===== config.mk =====
export PLATFORM = sky130hd
export DESIGN_NAME = counter_updn
export DESIGN_NICKNAME = d
export VERILOG_FILES = /design/src/rtl/counter_updn.sv
export SDC_FILE = /design/constraint.sdc
export NUM_CORES = 1
export LEC_CHECK = 0
export BUFFER_PORTS_ARGS = -buffer_cell sky130_fd_sc_hd__buf_2
export CORE_MARGIN = 2
export CORE_UTILIZATION = 38
export DETAILED_ROUTE_END_ITERATION = 12
export GPL_ROUTABILITY_DRIVEN = 0
export PLACE_DENSITY = 0.7
export SLEW_MARGIN = 0
export SYNTH_ARGS = -nofsm -noshare
export SYNTH_HDL_FRONTEND = slang
export SYNTH_SLANG_ARGS = --single-unit
export TNS_END_PERCENT = 5

===== constraint.sdc =====
create_clock -name clk -period 4.6 [get_ports clk]
set_input_delay 1.15 -clock clk [delete_from_list [all_inputs] [get_ports clk]]
set_output_delay 1.15 -clock clk [all_outputs]
set_load 0.01 [all_outputs]

===== src/rtl/counter_updn.sv =====
// Parametrised up/down counter with load, wrap-or-saturate limits, a combinational
// terminal-count flag for cascading, and registered wrap/saturate status.
module counter_updn #(
    parameter int WIDTH    = 8,
    parameter int MOD_MAX  = 255,
    parameter bit SATURATE = 1'b0
) (
    input  logic             clk,
    input  logic             clr,
    input  logic             cnt,
    input  logic             up,
    input  logic             load,
    input  logic [WIDTH-1:0] num,
    output logic [WIDTH-1:0] qout,
    output logic             tc,
    output logic             wrap,
    output logic             sat
);

    localparam logic [WIDTH-1:0] MAX_VAL = WIDTH'(MOD_MAX);
    localparam logic [WIDTH-1:0] ONE     = WIDTH'(1);

    logic at_max;
    logic at_zero;

    assign at_max  = (qout == MAX_VAL);
    assign at_zero = (qout == '0);

    // Combinational so a following stage can use it as its count enable in the same cycle.
    assign tc = cnt & ((up & at_max) | (~up & at_zero));

    // Priority per edge: clr, then load, then count, then hold.
    always_ff @(posedge clk) begin
        if (clr) begin
            qout <= '0;
            wrap <= 1'b0;
            sat  <= 1'b0;
        end else if (load) begin
            qout <= (num > MAX_VAL) ? MAX_VAL : num;
            wrap <= 1'b0;
            sat  <= 1'b0;
        end else if (cnt) begin
            if (up) begin
                if (!at_max) begin
                    qout <= qout + ONE;
                    wrap <= 1'b0;
                    sat  <= 1'b0;
                end else if (SATURATE) begin
                    wrap <= 1'b0;
                    sat  <= 1'b1;
                end else begin
                    qout <= '0;
                    wrap <= 1'b1;
                    sat  <= 1'b0;
                end
            end else begin
                if (!at_zero) begin
                    qout <= qout - ONE;
                    wrap <= 1'b0;
                    sat  <= 1'b0;
                end else if (SATURATE) begin
                    wrap <= 1'b0;
                    sat  <= 1'b1;
                end else begin
                    // Wrap to MOD_MAX explicitly; a non-power-of-two range cannot rely on underflow.
                    qout <= MAX_VAL;
                    wrap <= 1'b1;
                    sat  <= 1'b0;
                end
            end
        end else begin
            wrap <= 1'b0;
            sat  <= 1'b0;
        end
    end

endmodule

==> results of run 1 <==
[cells in the mapped netlist (all sizes together) (2+ instances only)]
master | count | area (um^2)
a21oi | 14 | 70.1
nor2 | 14 | 52.6
dfxtp | 9 | 180
buf | 7 | 63.8
nand2 | 7 | 28.8
clkbuf | 6 | 42.5
inv | 6 | 22.5
nor3 | 6 | 30.0
nand3 | 5 | 25.0
xnor2 | 5 | 43.8
nand4 | 4 | 25.0
o21ai | 4 | 27.5
ha | 3 | 37.5
a21o | 2 | 15.0
mux2i | 2 | 20.0
nor3b | 2 | 15.0
o211ai | 2 | 15.0
o31ai | 2 | 15.0
[registers in the layout, summed over array words and instances (netlist names)]
register and cells:
qout 8, wrap 1
[through the flow]
stage                     instance area, um^2  utilization [%]  setup slack, ns  cells
after floorplan                           897                -             1.63    119
after global placement                    936             42.3             1.31    156
after detailed placement                  936             42.3             1.26    156
after CTS                                 962             43.5             1.26    160
after global routing                      962             43.5             1.16    160
final                                     962             43.5             1.25    160
[worst min-delay path: cells and delay by family (launching register included)]
family          cells  cell delay (ns)
flops               1             0.39
compound gates      2             0.22
[metal layers]
metal  vias up  GRT usage, %
met1       378          20.7
li1        445             -
met5         -             0
met2        34          25.2
met4         0          7.69
met3         5          5.43
[worst max path at each step]
stage                     from  slack [ns]  cells after the start  to
after CTS                   up        1.26                      6  tc
after global placement      up        1.31                      6  tc
final                       up        1.25                      6  tc
after floorplan             up        1.63                      5  tc
after global routing        up        1.16                      6  tc
after detailed placement    up        1.26                      6  tc
[final cells by class]
cell class | instances | area (um^2)
fillers | 241 | 1250
multi-input cells | 91 | 588
flip-flops and latches | 9 | 180
repair buffers | 22 | 110
well taps | 28 | 35.0
clock buffers | 4 | 26.3
inverters | 6 | 22.5
[logic make-up (layout without fill, tap and decap cells)]
logic type	count (synthesis)	after routing	synth area share, %
flip-flops	9	9	20.1
buffers and inverters	19	32	14.4
multiplexers	2	2	2.23
XOR/XNOR	6	6	5.86
AO/OA/AOI/OAI	32	32	23.8
adder cells (fa/ha/maj)	3	3	4.18
AND/OR/NAND/NOR	47	47	29.0
other	1	1	0.418
[where the power goes]
part / switching, W / internal, W / leakage (nW)
registers: 0.0000158 / 0.0000839 / 0.0744
clock network: 0.0000295 / 0.0000336 / 0.0150
logic: 0.0000437 / 0.0000384 / 0.319
==> results.md, run 1 <==
- WP data required: 3.45 ns
- CTS tree: built
- Final Cycle Share: 72.8%
- Post-CTS Hold Buffers: 0
- Yosys cell types: 42
- Element type at the critical path start: primary input
- Main flop type after synthesis: dfxtp_1
- Most common cell after layout, fill and taps aside: buf_2
- Final hold vios: 0
- Vias in the first global route: 754
- Post-CTS Setup Inserts: 0
- Clk pin slew, worst setup/hold paths: around 0.060 ns
- Initial core utilization: 40.6%
- Root buffer cell: clkbuf_4
- Skew final: 0.00165 ns
- Fraction of layout instances using a drive strength above 1: 25.0%
- Row count: 17
- Max VDD drop: 0.167 mV
- Reg2reg end: qout[5]
- Vias: 862
- Fmax achieved: 0.299 GHz
- Syn avg cell area: between 7 and 8 um^2
- Worst r2r src: qout[0]
- Layout net count: roughly 150
- Slowest Stage Delay on Critical Path: about 0.28 ns
- Largest net degree at the start of global routing: 21
- Worst skew pair latency: 0.27 ns
- Top sig layer: met4
- Hold depth: 2
- RSZ-0062 raised after global routing: false
- Detail Route Antenna Nets: 0
- Met2 WL: 875 um
- Core box area: 0.00221 mm^2
- Synth async-reset ratio: 0%
- Hold worst-path end: qout[7]
- Final setup vio count: 0
- DRC viols: 0
- Antenna violations before repair: 0
- Reg2reg path depth: 7
- Gr usage total: 16.5%
- Reg2reg setup slack: between 2 and 3 ns
- Post-synthesis sequential area ratio: 20.1%
- Drt total wl: 1980 um
- Fin Hold WS: roughly 0.65 ns
- Max_cap viols: 0
- H-tree levels: 1
- Count of cells resized by post-cts repair: 0
- Post-DP HPWL: 1440 um
- Die X: roughly 53 um
- Synth Cell Area: 897 um^2
- Critical-path top delay cell: buf_2
- Worst Min Path Start: qout[7]
- Ports: 24
- PD cells: ~250 mW/mm^2
- Drt pass-1 iters: 4
- Most frequent cells in the layout: buf_2, a21oi_1, nor2_1
- Total power: 0.000245 W
- CP top delay family: buffers and inverters
- Vias/cell: 5.39
- Buffers on Ports: 22
- Die area: 0.00277 mm^2
- CP bufs+invs: 3
- Met3 WL post-DR: 153 um
- Endpoint class of the critical path: output port
- Worst hold-check path type: reg -> reg
- Type of the worst setup path: in -> out
- P&R area growth vs syn: 7.25%
- Antenna fix cells: 0
- CTS Buf Count: 3
- Syn Nets: 135
- Starting DRC count in detailed routing: 16
- First-pass GRT wire length: between 3000 and 4000 um
- LEAKAGE: 0.409 nW
- Max clock buf depth: 2
- Most used cell, CP: buf_2
- Worst Path Max Fanout: 17
- Clock sinks: 9
- Post-synth EDFFs: 0
- WL per Instance: 12.4 um
- Critical-path cell list: buf_2, inv_1, or2_1, o21ai_1, and2_2, buf_2
- Synth warn: 0
- CP arrival: ~2.2 ns
- Min Tclk post-route: roughly 3.4 ns
- Mapped Cells: around 120
- Pins over their slew limit: 0
- Outcome: finished, final reports clean
- Setup TNS: 0 ns
- Metal-1 WL: 925 um
- Die height: 52.6 um
- Seq cells post-synth: 9
- Total gr overflow: 0
Power figures use the tool's default switching activity.
==> run 2, diff against run 1 <==
--- a/config.mk
+++ b/config.mk
@@ -5,12 +5,13 @@
 export SDC_FILE = /design/constraint.sdc
 export NUM_CORES = 1
 export LEC_CHECK = 0
+export ABC_AREA = 1
 export BUFFER_PORTS_ARGS = -buffer_cell sky130_fd_sc_hd__buf_2
 export CORE_MARGIN = 2
 export CORE_UTILIZATION = 38
 export DETAILED_ROUTE_END_ITERATION = 12
 export GPL_ROUTABILITY_DRIVEN = 0
-export PLACE_DENSITY = 0.7
+export PLACE_DENSITY = 0.71
 export SLEW_MARGIN = 0
 export SYNTH_ARGS = -nofsm -noshare
 export SYNTH_HDL_FRONTEND = slang
==> constraint.sdc (replaced) <==
create_clock -name clk -period 2.8 [get_ports clk]
set_input_delay 0.7 -clock clk [delete_from_list [all_inputs] [get_ports clk]]
set_output_delay 0.7 -clock clk [all_outputs]
set_load 0.01 [all_outputs]
==> results.md, run 2 <==
- Worst Path Max Fanout: 7 (was 17)
- Fraction of layout instances using a drive strength above 1: 32.7% (was 25.0%)
- Seq cells post-synth: 9 (unchanged)
- Skew final: 0.00853 ns (was 0.00165 ns)
- Most frequent cells in the layout: nand2_1, buf_2, nand3_1, nor2_1, dfxtp_1 (was buf_2, a21oi_1, nor2_1)
- Max clock buf depth: 2 (unchanged)
- Main flop type after synthesis: dfxtp_1 (unchanged)
- Gr usage total: 16.1% (was 16.5%)
- Biggest regs: qout: 8 flops, wrap: 1 flops (unchanged)
- PD cells: 403 mW/mm^2 (was 254 mW/mm^2)
- Place WS: 0.594 ns (was 1.26 ns)
- Worst r2r src: qout[1] (was qout[0])
- Fillers: 284 (was 241)
- Element type at the critical path start: flop (was primary input)
- Reg2reg setup slack: 1.23 ns (was 2.80 ns)
- Layout net count: 182 (was 149)
- Final Cycle Share: between 80% and 90%
- Die height: 55.3 um (was 52.6 um)
- Post-CTS Hold Buffers: 0 (unchanged)
- Synth async-reset ratio: 0% (unchanged)
- Post-synthesis xor/xnor area fraction: 2.63% (was 5.86%)
- Clock sinks: 9 (unchanged)
- Worst slew pin tran: 0.743 ns
- Count of cells resized by post-cts repair: 0 (unchanged)
- Antenna violations before repair: 0 (unchanged)
- Type of the worst setup path: reg -> out (was in -> out)
- Multi-input logic area: 678 um^2 (was 588 um^2)
- Most frequent cell after synthesis: nand2_1
- Largest net degree at the start of global routing: 13 (was 21)
- Fmax achieved: 0.404 GHz
- Total gr overflow: 0 (unchanged)
- Vias in the first global route: 944 (was 754)
- Worst hold-check path type: reg -> reg (unchanged)
- Reg2reg path depth: 8 (was 7)
- Top reg by flops: qout (unchanged)
- RSZ-0062 raised after global routing: false (unchanged)
- Ports: 24 (unchanged)
- Largest register FFs: 8 (unchanged)
- Largest family of logic cells by synthesized area: simple AND/OR/NAND/NOR gates (unchanged)
- Post-synthesis sequential area ratio: 18.0% (was 20.1%)
- Post-CTS Setup Inserts: 0 (unchanged)
- Pins over their slew limit: 0 (unchanged)
- Area share of fa/ha/maj cells after synthesis: 3.75% (was 4.18%)
- Most common cell after layout, fill and taps aside: nand2_1 (was buf_2)
- Min Tclk post-route: 2.47 ns
- Worst Setup SP: qout[1] (was up)
- WP data required: 2.10 ns (was 3.45 ns)
- Drt pass-1 iters: 4 (unchanged)
- Die X: 55.3 um (was 52.6 um)
- First-pass GRT wire length: 4110 um (was 3330 um)
- Synth Cell Area: 1000 um^2 (was 897 um^2)
- Yosys top cell area share: 18.0% (was 20.1%)
- Final setup margin: 0.326 ns (was 1.25 ns)
- Fin Hold WS: 0.550 ns (was 0.652 ns)
- WL per Instance: 12.3 um (was 12.4 um)
- Synth cell count leaders: nand2_1, nand3_1, nor2_1 (was a21oi_1, nor2_1, dfxtp_1)
- Buffers on Ports: 22 (unchanged)
- Initial core utilization: 40.4% (was 40.6%)
- Capture point of the worst path: tc (unchanged)
- Max VDD drop: 0.276 mV (was 0.167 mV)
- Post-DP HPWL: 1920 um (was 1440 um)
- Die area: 0.00306 mm^2 (was 0.00277 mm^2)
- Drt total wl: 2400 um (was 1980 um)
- Post-synth EDFFs: 0 (unchanged)
- Antenna fix cells: 0 (unchanged)
- LEAKAGE: 0.516 nW (was 0.409 nW)
- DRC viols: 0 (unchanged)
- Final setup vio count: 0 (unchanged)
- H-tree levels: 1 (unchanged)
- Reg2reg end: qout[0] (was qout[5])
- Worst skew pair latency: 0.27 ns (about the same)
- Starting DRC count in detailed routing: 28 (was 16)
- Syn Nets: 163 (was 135)
- Setup TNS: 0 ns (unchanged)
- Mapped Cells: 147 (was 119)
- Vias: 1024 (was 862)
- Synth warn: 0 (unchanged)
- CTS Buf Count: 3 (unchanged)
- Root buffer cell: clkbuf_4 (unchanged)
- Total power: 0.000445 W (was 0.000245 W)
- Area leader, netlist: dfxtp_1 (unchanged)
- Max_cap viols: 0 (unchanged)
- Relative slew margins: 50.3%
- Clk pin slew, worst setup/hold paths: 0.07 ns (was 0.06 ns)
- Detail Route Antenna Nets: 0 (unchanged)
- CTS tree: built (unchanged)
- Syn avg cell area: 6.80 um^2 (was 7.54 um^2)
- Outcome: finished, final reports clean (unchanged)
- Synth Area in Compound Gates: 17.8% (was 23.8%)
- Row count: 18 (was 17)
- Post-synthesis mux area share: 0% (was 2.23%)
- Top area cells in the synthesized netlist: dfxtp_1, nand2_1, nand3_1, buf_6, nor2_1 (was dfxtp_1, a21oi_1, nor2_1, xnor2_1, ha_1)
- Core box area: 0.00248 mm^2 (was 0.00221 mm^2)
- Final hold vios: 0 (unchanged)
- Yosys cell types: 36 (was 42)
- Vias/cell: 5.25 (was 5.39)
- P&R area growth vs syn: 10.4% (was 7.25%)
- Sequential cell area: 180 um^2 (unchanged)
- Post-synthesis simple-gate area fraction: 43.3% (was 29.0%)
- CP arrival: 1.77 ns (was 2.20 ns)
- Endpoint class of the critical path: output port (unchanged)
## run 2: metal layers
metal  wire length, um  track usage (%)
met3               162             4.92
met5                 0                0
met1              1090             21.5
met4                 0                0
met2              1150             27.0
## run 2: stage by stage
step	cell area, um^2	instances	utilization (%)
6_report	1100	195	44.5
5_1_grt	1100	195	44.5
3_5_place_dp	1080	191	43.5
3_3_place_gp	1080	191	43.5
4_1_cts	1100	195	44.5
2_1_floorplan	1000	147	-
## run 2: kinds of logic (layout without fill, tap and decap cells)
group                    Yosys count  after routing
flip-flops                         9              9
AND/OR/NAND/NOR                   82             82
adder cells (fa/ha/maj)            3              3
AO/OA/AOI/OAI                     27             27
buffers and inverters             22             40
XOR/XNOR                           3              3
other                              1              1
## run 2: cell type report
class                      instances  area share [%]
multi-input combinational        116            61.5
sequential                         9            16.3
timing repair buffer              23            10.7
inverter                          13            5.78
tap                               30            3.40
clock buffer                       4            2.38
## run 2: worst min path at each step
stage            start  endpoint  slack, ns  depth (start not counted)
2_1_floorplan  qout[0]   qout[0]       0.54                          2
3_3_place_gp   qout[0]   qout[0]       0.53                          2
3_5_place_dp   qout[0]   qout[0]       0.54                          2
4_1_cts        qout[0]   qout[0]       0.55                          2
5_1_grt        qout[0]   qout[0]       0.58                          2
6_report       qout[0]   qout[0]       0.55                          2
## run 2: power breakdown
group / switching [W] / internal [W]
logic: 0.000104 / 0.0000693
registers: 0.0000257 / 0.000138
clock network: 0.0000530 / 0.0000551
total: 0.000183 / 0.000262
## run 2: worst max-delay path: stages, from the launching register on
cell and delay (ns):
dfxtp_1 0.47, ha_1 0.27, nand2_4 0.08, nor2_4 0.16, a21oi_2 0.10, o21bai_1 0.19, nor2_1 0.10, buf_2 0.13
